==> config.mk <==
export PLATFORM = sky130hd
export DESIGN_NAME = if_id_fetch_stage
export DESIGN_NICKNAME = d
export VERILOG_FILES = /design/src/rtl/if_id_fetch_stage.sv
export SDC_FILE = /design/constraint.sdc
export NUM_CORES = 1
export LEC_CHECK = 0
export CAP_MARGIN = 20
export CORE_MARGIN = 3
export CORE_UTILIZATION = 41
export CTS_CLUSTER_DIAMETER = 60
export DETAILED_ROUTE_END_ITERATION = 8
export PLACE_DENSITY = 0.75
export SLEW_MARGIN = 20
export SYNTH_ARGS = -nofsm -noshare
export SYNTH_HDL_FRONTEND = slang
export SYNTH_SLANG_ARGS = --single-unit
==> constraint.sdc <==
create_clock -name clk -period 2.7 [get_ports clk]
set_clock_uncertainty 0.05 [all_clocks]
set_input_delay 0.27 -clock clk [delete_from_list [all_inputs] [get_ports clk]]
set_output_delay 0.27 -clock clk [all_outputs]
set_load 0.01 [all_outputs]
==> src/rtl/if_id_fetch_stage.sv <==
// Instruction-fetch stage with IF/ID pipeline register for the 64-bit LEGv8 pipeline.
// Owns the PC. Handles hazard stalls and EX redirects (redirects flush IF/ID to a bubble).
// A sticky halt is raised when the B #0 self-loop is captured.
module if_id_fetch_stage #(
  parameter logic [63:0] RESET_PC   = 64'h0,
  parameter logic [31:0] NOP_INSTR  = 32'hD503201F,
  parameter logic [31:0] HALT_INSTR = 32'h14000000,
  parameter int unsigned CNT_WIDTH  = 32
) (
  input  logic                 clk,
  input  logic                 reset,
  input  logic                 stall,
  input  logic                 br_taken,
  input  logic [63:0]          br_target,
  output logic [63:0]          imem_addr,
  input  logic [31:0]          imem_rdata,
  output logic [63:0]          pc,
  output logic [31:0]          id_instr,
  output logic [63:0]          id_pc,
  output logic                 id_valid,
  output logic                 halted,
  output logic [CNT_WIDTH-1:0] fetch_count
);

  localparam logic [63:0] PC_STEP    = 64'd4;
  localparam logic [63:0] ALIGN_MASK = ~64'd3;

  typedef enum logic {
    ST_RUN  = 1'b0,
    ST_HALT = 1'b1
  } state_t;

  state_t               r_state;
  state_t               w_state_nxt;
  logic [63:0]          r_pc;
  logic [63:0]          w_pc_nxt;
  logic [31:0]          r_id_instr;
  logic [31:0]          w_id_instr_nxt;
  logic [63:0]          r_id_pc;
  logic [63:0]          w_id_pc_nxt;
  logic                 r_id_valid;
  logic                 w_id_valid_nxt;
  logic [CNT_WIDTH-1:0] r_cnt;
  logic [CNT_WIDTH-1:0] w_cnt_nxt;

  // State and pipeline registers; reset overrides everything.
  always_ff @(posedge clk) begin
    if (reset) begin
      r_state    <= ST_RUN;
      r_pc       <= RESET_PC;
      r_id_instr <= NOP_INSTR;
      r_id_pc    <= 64'd0;
      r_id_valid <= 1'b0;
      r_cnt      <= '0;
    end else begin
      r_state    <= w_state_nxt;
      r_pc       <= w_pc_nxt;
      r_id_instr <= w_id_instr_nxt;
      r_id_pc    <= w_id_pc_nxt;
      r_id_valid <= w_id_valid_nxt;
      r_cnt      <= w_cnt_nxt;
    end
  end

  // Next-state: halt drains to a bubble, redirect beats stall, otherwise capture and advance.
  always_comb begin
    w_state_nxt    = r_state;
    w_pc_nxt       = r_pc;
    w_id_instr_nxt = r_id_instr;
    w_id_pc_nxt    = r_id_pc;
    w_id_valid_nxt = r_id_valid;
    w_cnt_nxt      = r_cnt;
    case (r_state)
      ST_HALT: begin
        w_id_instr_nxt = NOP_INSTR;
        w_id_valid_nxt = 1'b0;
      end
      ST_RUN: begin
        if (br_taken) begin
          w_pc_nxt       = br_target & ALIGN_MASK;
          w_id_instr_nxt = NOP_INSTR;
          w_id_pc_nxt    = 64'd0;
          w_id_valid_nxt = 1'b0;
        end else if (!stall) begin
          w_pc_nxt       = r_pc + PC_STEP;
          w_id_instr_nxt = imem_rdata;
          w_id_pc_nxt    = r_pc;
          w_id_valid_nxt = 1'b1;
          if (r_cnt != {CNT_WIDTH{1'b1}}) begin
            w_cnt_nxt = r_cnt + CNT_WIDTH'(1);
          end
          if (imem_rdata == HALT_INSTR) begin
            w_state_nxt = ST_HALT;
          end
        end
      end
      default: begin
        w_state_nxt = ST_RUN;
      end
    endcase
  end

  assign imem_addr   = r_pc;
  assign pc          = r_pc;
  assign id_instr    = r_id_instr;
  assign id_pc       = r_id_pc;
  assign id_valid    = r_id_valid;
  assign halted      = (r_state == ST_HALT);
  assign fetch_count = r_cnt;

endmodule

==> impl.org, run 1 <==
** Run
- Max-cap check violation count :: 0

** Die
- In this run the horizontal extent of the chip is ~160 um.
- Area inside the core boundary :: approximately 23000 um2
- Total number of placement rows :: 55
- Top-level I/O count :: approximately 360
- Measured along the y axis, the die boundary spans between 150 and 200 um.
- Effective utilization at floorplan :: 0.419
- The floorplan step defined a die boundary enclosing approximately 25000 um2.

** STA
- Tcrit/Tclk final :: 0.967
- Worst slew slack as a fraction of its limit :: 0.357
- At the pin with the least slew margin, the transition time is just under 1 ns.
- For the final routed database, the setup TNS stands at 0 ns.
- Setup repair after global routing could not meet its margin everywhere.
- On the final layout, the worst hold slack is 0.151 ns.
- The final hold violation count came to 0.
- Based on the critical path, the design can be clocked at up to around 380 MHz.
- The max-slew violation count is 0.
- Setup violations remaining at the end of the flow were counted as 0.
- The worst path in the final design needs a cycle of around 2.6 ns, including I/O delays and setup.

** CTS
- Number of buffers inserted by hold repair at cts :: 0
- Buffers inserted during clock tree synthesis total 17.
- The cell sitting at the root of the clock tree is a clkbuf_16.
- TritonCTS built the clock tree.
- Clock Path Buffers :: 2
- Post-CTS setup buffer count :: 0
- Clock Pin Slew Worst Setup and Hold Paths :: 0.08 ns
- Counting every sink on the clock net gives 191.
- H-tree levels :: 4
- Source-to-sink clock delay at the later pin of the worst-skew pair :: 0.44 ns

** Place
- After detailed placement, the total cell area comes to about 13000 um2.
- Cell total after placement :: approximately 1.8k
- Detail Placement HPWL :: roughly 26000 um
- The congestion estimate from routability-driven global placement came to ~0.9.
- The count of buffers added on input and output ports is about 350.

** Detailed routing
- Post-DR wirelength/cell :: about 20 um
- In the routed layout, each cell is associated on average with a via count of about 5.7.
- The count of nets left with antenna violations once routing finished came out at 0.
- Wire length reported by the detailed router :: 35900 um
- Detailed routing inserted a total of around 10k vias.
- DRC violation total after the first TritonRoute iteration :: 864
- For this run, the detailed router's first-pass iteration total came to 5.
- DRC errors left :: 0

** Pwr
- For this design the static power due to leakage is slightly below 5 nW.
- Largest vdd supply drop :: roughly 0.0004 V
- Power spread over the standard cell area amounts to about 490 nW/um2.

** Yosys
- Post-synth top flop :: dfxtp_1
- Number of distinct library cell variants in the gate-level netlist after synthesis :: between 70 and 80
- Sequential area share after synthesis :: 0.400
- The synthesized design spends more area on one cell type than any other, namely dfxtp_1.
- Sorting the synthesized cells by area gives the leading types as dfxtp_1 (40%), a22oi_1 (6.8%), nor2_1 (6.7%), buf_4 (5.3%), nand2_1 (4.0%).
- EDFF count, synth :: 0
- Flop and latch count out of synthesis :: roughly 190
- Synth Instances :: 1197
- Summing every instance area after synthesis gives around 9500 um2.
- For this run, asynchronously set or reset flops after synthesis account for 0.
- Of the post-synthesis cell area, the dominant cell type holds 0.400.
- The average instance in the mapped netlist occupies ~8 um2.
- The Yosys step of the flow raised 0 warnings.

** Layout
- At the end of the flow the core is filled with cells to 0.614.
- Share of final-layout standard cells stronger than drive strength 1 :: 0.0971
- Number of inserted diodes :: 0
- After filler insertion, the fill cell instance count of the layout stands at 2006.
- Final instance area :: ~14000 um2
- In the final design database the tool counted ~1.6k nets.
- Leaving out filler cells and counting taps, the final layout contains approximately 1.8k.
- Multi-input logic area :: roughly 5000 um2
- Summing all flip-flop and latch instances after layout gives between 3000 and 4000 um2.
- Growth of design area from synthesis to finish :: 46.5%

** Critical path
- The critical path is of the reg -> reg type.
- The worst setup path is captured at a flop.
- Maximum fanout along the worst path :: 8
- For the worst setup path, the data required time is 2.97 ns.
- Startpoint type of the worst setup path :: flop
- Data arrives at the worst endpoint at ~2.9 ns.

** Global routing
- Global-route wire length before repair :: roughly 54000 um
- Overflow after GRT :: 0
- Global-route usage over all layers :: 0.273
- The number of antenna violations at the first check in global routing came to 0.
- Via count of the first global-routing pass :: 9883
- Entering global routing, the biggest net connects 69 pins.

** Hold path
- The path class of the tightest hold or removal check is in -> reg.

** Status
- Status :: complete, no violations
[per-layer routing]
layer  GRT usage  up-vias  share of wire
met3      0.0620       60          0.084
met4      0.0840        0          0.022
met1       0.345     4919           0.41
met2       0.465      497           0.49
met5           0        -              0
li1            -     4866              -
[final cells by class]
cell class / instances / area share
clock buffers: 18 / 0.0314
clock inverters: 14 / 0.0125
inverters: 13 / 0.00349
multi-input cells: 840 / 0.348
flip-flops and latches: 191 / 0.273
well taps: 313 / 0.0280
repair buffers: 438 / 0.303
[kinds of logic (layout without fill, tap and decap cells)]
group | after synthesis | in the layout | synth area share
simple gates | 508 | 508 | 0.261
compound gates | 285 | 285 | 0.200
flops | 191 | 191 | 0.400
buf+inv | 169 | 483 | 0.0950
xor+xnor | 28 | 28 | 0.0257
mux | 13 | 13 | 0.0143
fa+ha+maj | 2 | 2 | 0.00262
other cells | 1 | 4 | 0.000393
[power by group]
part | switching [W] | internal, W
clock network | 0.00124 | 0.00143
logic | 0.000561 | 0.000585
registers | 0.0000859 | 0.00291
[timing repair]
| item | CTS | global route |
|---|---|---|
| endpoints found under the hold margin | 0 | 0 |
| endpoints found under the setup margin | 0 | 7 |
| resized for setup | 0 | 2 |
[flip-flops by register name, indices dropped and copies added, names as in the netlist]
register and count:
id_pc 63, halted 1, imem_addr 62, id_instr 32
fetch_count 32, id_valid 1
[cell usage after synthesis, drive strengths merged, types with 13 or more instances]
cell	count
o21ai	38
inv	13
nand4	31
or3	14
nor3	21
a21oi	65
buf	84
nand3	66
xor2	23
clkbuf	72
a22oi	87
nor2	171
a31oi	22
and3	33
dfxtp	191
nor4	24
nand2	103
[worst paths after layout]
kind	start	end	slack [ns]	cells after the start
worst max-delay path	imem_addr[19]	imem_addr[59]	0.09	7
worst min-delay path	reset	id_pc[46]	0.15	2
worst min register to register	id_pc[44]	id_pc[44]	0.41	2
worst max register to register	imem_addr[19]	imem_addr[59]	0.09	7
[metrics by stage]
stage / total power [W] / setup WS [ns]
after floorplan: 0.00359 / 0.0633
after global placement: 0.00418 / 0.0758
after detailed placement: 0.00419 / -0.00338
after CTS: 0.00684 / 0.0711
after global routing: 0.00705 / -0.00619
final: 0.00681 / 0.0897
[worst max-delay path, cell delays in order (launching register included)]
cell     delay (ns)
dfxtp_1        0.50
nand4_1        0.35
nor4_4         0.41
and4_1         0.33
nor2b_1        0.30
buf_4          0.18
nand3_1        0.10
mux2_2         0.28
[layout by cell type (no fill, tap or decap), types with 4 or more instances in the layout]
cell type        netlist  layout
a211oi_1              10      10
a21oi_1               64      63
a22oi_1               87      87
a2bb2oi_1              6       6
a31oi_1               22      22
a32o_1                 5       5
and2_1                 6       6
and3_1                33      33
and4_1                 8       8
buf_12                 0       6
buf_4                 67      82
clkbuf_16              0      17
clkdlybuf4s50_1        0     349
clkinv_4               0       4
conb_1                 1       4
dfxtp_1              191     191
inv_1                 12      12
mux2_2                 5       5
mux2i_1                8       8
nand2_1              103     103
nand2b_1               4       4
nand3_1               66      66
nand4_1               30      30
nor2_1               170     170
nor3_1                20      19
nor4_1                20      20
o21ai_0               37      37
o22ai_1               12      12
o311ai_0               4       4
o31ai_1                8       8
or2_2                  4       4
or3_1                 14      14
or4_1                  8       8
xnor2_1                5       5
xor2_1                23      23
Power figures use the tool's default switching activity.
==> run 2: changes to the inputs <==
--- a/constraint.sdc
+++ b/constraint.sdc
@@ -4,2 +4,2 @@
 set_output_delay 0.27 -clock clk [all_outputs]
-set_load 0.01 [all_outputs]
+set_load 0.005 [all_outputs]
==> results of run 2 <==
The final DEF is identical to that of run 1. Status: complete, no violations.
Main changes from that run: total power 0.00681 W -> 0.00675 W
==> run 3: changes to the inputs <==
CELL_PAD_IN_SITES_DETAIL_PLACEMENT = 1   (was default)
CELL_PAD_IN_SITES_GLOBAL_PLACEMENT = 2   (was default)
CORE_UTILIZATION = 22   (was 41)
PLACE_DENSITY = 0.73   (was 0.75)
==> run 3 against run 2 <==
Compared with the run above:
- die area rose by 83%
- critical path depth fell by 1
- setup slack gained 0.046 ns
- clock power is essentially flat
- final area rose by 2.7%
- critical path type unchanged
==> impl.org, run 3 (synthesized netlist as in run 1, its figures left out) <==
** Status
- Status :: complete, no violations

** Pwr
- Power spread over the standard cell area amounts to ~470 nW/um2.
- Gate power share :: 0.166
- VDD sags by at most about 0.00044 V.
- Sequential cell fraction of total power :: 0.440
- Power spent charging and discharging nets :: 0.00197 W
- Of the total power, the share spent switching nets is 0.290.
- Leakage power summed over all cells :: 4.99 nW (+0.31%)
- Clock network fraction of design power :: 0.394
- Internal power comes to just under 0.005 W.

** STA
- The worst hold margin was 0.199 ns (+0.0490 ns).
- The upper clock frequency limit is 390 MHz (+1.8%).
- Number of max-slew violations in the final report :: 0 (unchanged)
- The final setup violation count was 0 (unchanged).
- Aggregate negative setup slack :: 0 ns (unchanged)
- The tightest slew margin relative to the limit is 0.380 (+0.0229).
- The post-route clock period utilization is 0.950 (-0.0170).
- The transition time of the tightest slew-check pin was 0.927 ns (-0.0342 ns).
- The final hold violation count came to 0 (unchanged).
- Clock period minus final worst setup slack :: 2.56 ns (-0.0458 ns)
- Setup repair after global routing missed its margin :: no

** Detailed routing
- The via total after detailed routing came to 10.3k (+0.039%).
- Initial DRT Pass Iterations :: 5 (unchanged)
- Post-DR wirelength/cell :: 20.6 um (+4.9%)
- The violation count after the first detailed-routing iteration is 496 (-43%).
- The detail-routed via count per cell is 4.92 (-13%).
- Wire length reported by the detailed router :: 43300 um (+21%)
- Antenna-violating nets left :: 0 (unchanged)
- The detailed-route DRC error count was 0 (unchanged).

** Die
- The I/O pin count is 358 (unchanged).
- The width of the chip came to 214 um (+35%).
- Die Ht :: 214 um (+35%)
- The placement row count came to 75 (+36%).
- Area inside the core boundary :: 42400 um2 (+86%)
- Area of the die :: 45900 um2 (+83%)
- Effective utilization at floorplan :: 0.225 (-0.194)

** CTS
- Number of clock buffers inserted by TritonCTS :: 17 (unchanged)
- Clock Path Buffers :: 2 (unchanged)
- TritonCTS built the clock tree.
- The CTS clock-pin slew for the worst setup and hold paths was 0.08 ns (about the same).
- The insertion delay to the later sink of the worst-skew pair came to 0.48 ns (+0.04 ns).
- The CTS H-tree depth is 4 (unchanged).
- Clock Tree Root :: clkbuf_16
- The number of sinks handled by clock tree synthesis was 191 (unchanged).

** Critical path
- Capturing point of the worst reg2reg path :: imem_addr[48]
- Ordered cell list for the critical path :: nand3_1 -> nor4_2 -> nor4b_2 -> and2b_1 -> nand3_1 -> a311o_1
- The worst setup path is captured at a flop.
- The data arrival at the endpoint of the critical path was 2.87 ns (about the same).
- The worst setup slack for register-to-register paths came to 0.14 ns (+0.05 ns).
- CP max stage delay :: 0.52 ns (+0.02 ns)
- Length in cells of the worst reg-to-reg path :: 6 (-1)
- The critical path is of the reg -> reg type.
- The maximum fanout encountered on the critical timing path was 6 (-2).
- The data required time of the critical path was 3.00 ns (+0.03 ns).
- Among the stages of the critical path, the cell type that occurs most often is nand3_1.
- The worst setup path is launched from a flop.
- The slowest stage of the critical path is the nor4b_2 cell.
- In this run the critical register-to-register path is launched from imem_addr[13].

** Layout
- Commonest non-fill, non-tap cell in the layout :: clkdlybuf4s50_1
- Growth of design area from synthesis to finish :: 50.4%
- Final net count :: 1611 (+0.50%)
- Final Non-Filler Cells :: 2101 (+15%)
- Most frequent cells in the layout :: clkdlybuf4s50_1 (349), dfxtp_1 (191), nor2_1 (170)
- The share of final-layout standard cells stronger than drive strength 1 was 0.103 (+0.00606).
- Flip-flop count of the largest register after layout :: 63 (unchanged)

** Place
- The placer congestion estimate was 0.759 (-16%).
- The number of buffers inserted by port buffering was 351 (unchanged).
- Detail Placement HPWL :: 31800 um (+23%)
- Cell total after placement :: 2067 (+15%)

** Hold path
- Start point of the worst min-delay path :: reset
- Hold Crit Endpoint :: imem_addr[46]
- The count of cells along the worst hold path came to 2 (unchanged).
- Type of the tightest min-delay check :: in -> reg

** Global routing
- The number of antenna violations at the first check in global routing came to 3 (+3).
- Via count of the first global-routing pass :: 10.6k (+7.0%)
- The total grt overflow was 0 (unchanged).
- Global-route usage over all layers :: 0.185 (-0.0888)
- The pin count of the biggest net entering global routing came to 100 (+45%).
- Global-route wire length before repair :: 66300 um (+22%)

** Run
- The reported max-cap violation count was 0 (unchanged).
## run 3: power by group through the flow
stage | clock network, W | registers, W | logic (W)
floorplan | 0 | 0.00308 | 0.000450
global placement | 0 | 0.00305 | 0.00113
detailed placement | 0 | 0.00305 | 0.00114
CTS | 0.00281 | 0.00299 | 0.00114
global route | 0.00290 | 0.00300 | 0.00123
finish | 0.00268 | 0.00299 | 0.00113
## run 3: what timing repair did
item / 4_1_cts / 5_1_grt
buffers inserted: 0 / 0
resized for setup: 0 / 4
hold buffers: 0 / 0
endpoints found under the setup margin: 0 / 5
## run 3: layer usage
metal	up-vias	GRT usage	wire [um]
met1	5135	0.237	19700
met4	4	0.0475	692
met5	-	0	21
met3	41	0.0533	2510
li1	4888	-	-
met2	278	0.304	20400
## run 3: worst max-delay path by stage
| stage | slack [ns] | depth (start not counted) | endpoint | startpoint |
|---|---|---|---|---|
| finish | 0.14 | 6 | imem_addr[48] | imem_addr[13] |
| global route | 0.03 | 8 | imem_addr[62] | imem_addr[2] |
| CTS | 0.08 | 8 | imem_addr[62] | imem_addr[2] |
| detailed placement | 0.008 | 7 | fetch_count[29] | stall |
| global placement | 0.02 | 7 | fetch_count[31] | stall |
| floorplan | 0.11 | 9 | imem_addr[52] | imem_addr[2] |
## run 3: cell type report
type	count	area [um2]
fillers	5043	28100
multi-input cells	840	4870
repair buffers	446	4290
flip-flops and latches	191	3820
well taps	577	722
clock buffers	17	425
clock inverters	15	170
inverters	13	48.8
diodes	2	5.00
## run 3: stage by stage
step | util | power, W | setup WS, ns | cell area, um2
6_report | 0.338 | 0.00679 | 0.135 | 14400
5_1_grt | 0.338 | 0.00712 | 0.0257 | 14400
4_1_cts | 0.338 | 0.00694 | 0.0751 | 14300
3_5_place_dp | 0.324 | 0.00419 | 0.00829 | 13700
3_3_place_gp | 0.324 | 0.00418 | 0.0222 | 13700
2_1_floorplan | - | 0.00353 | 0.110 | 9560
## run 3: critical path, delay by kind of cell, from the launching register on
kind	cells	cell delay [ns]
simple gates	5	1.60
flops	1	0.45
compound gates	1	0.35
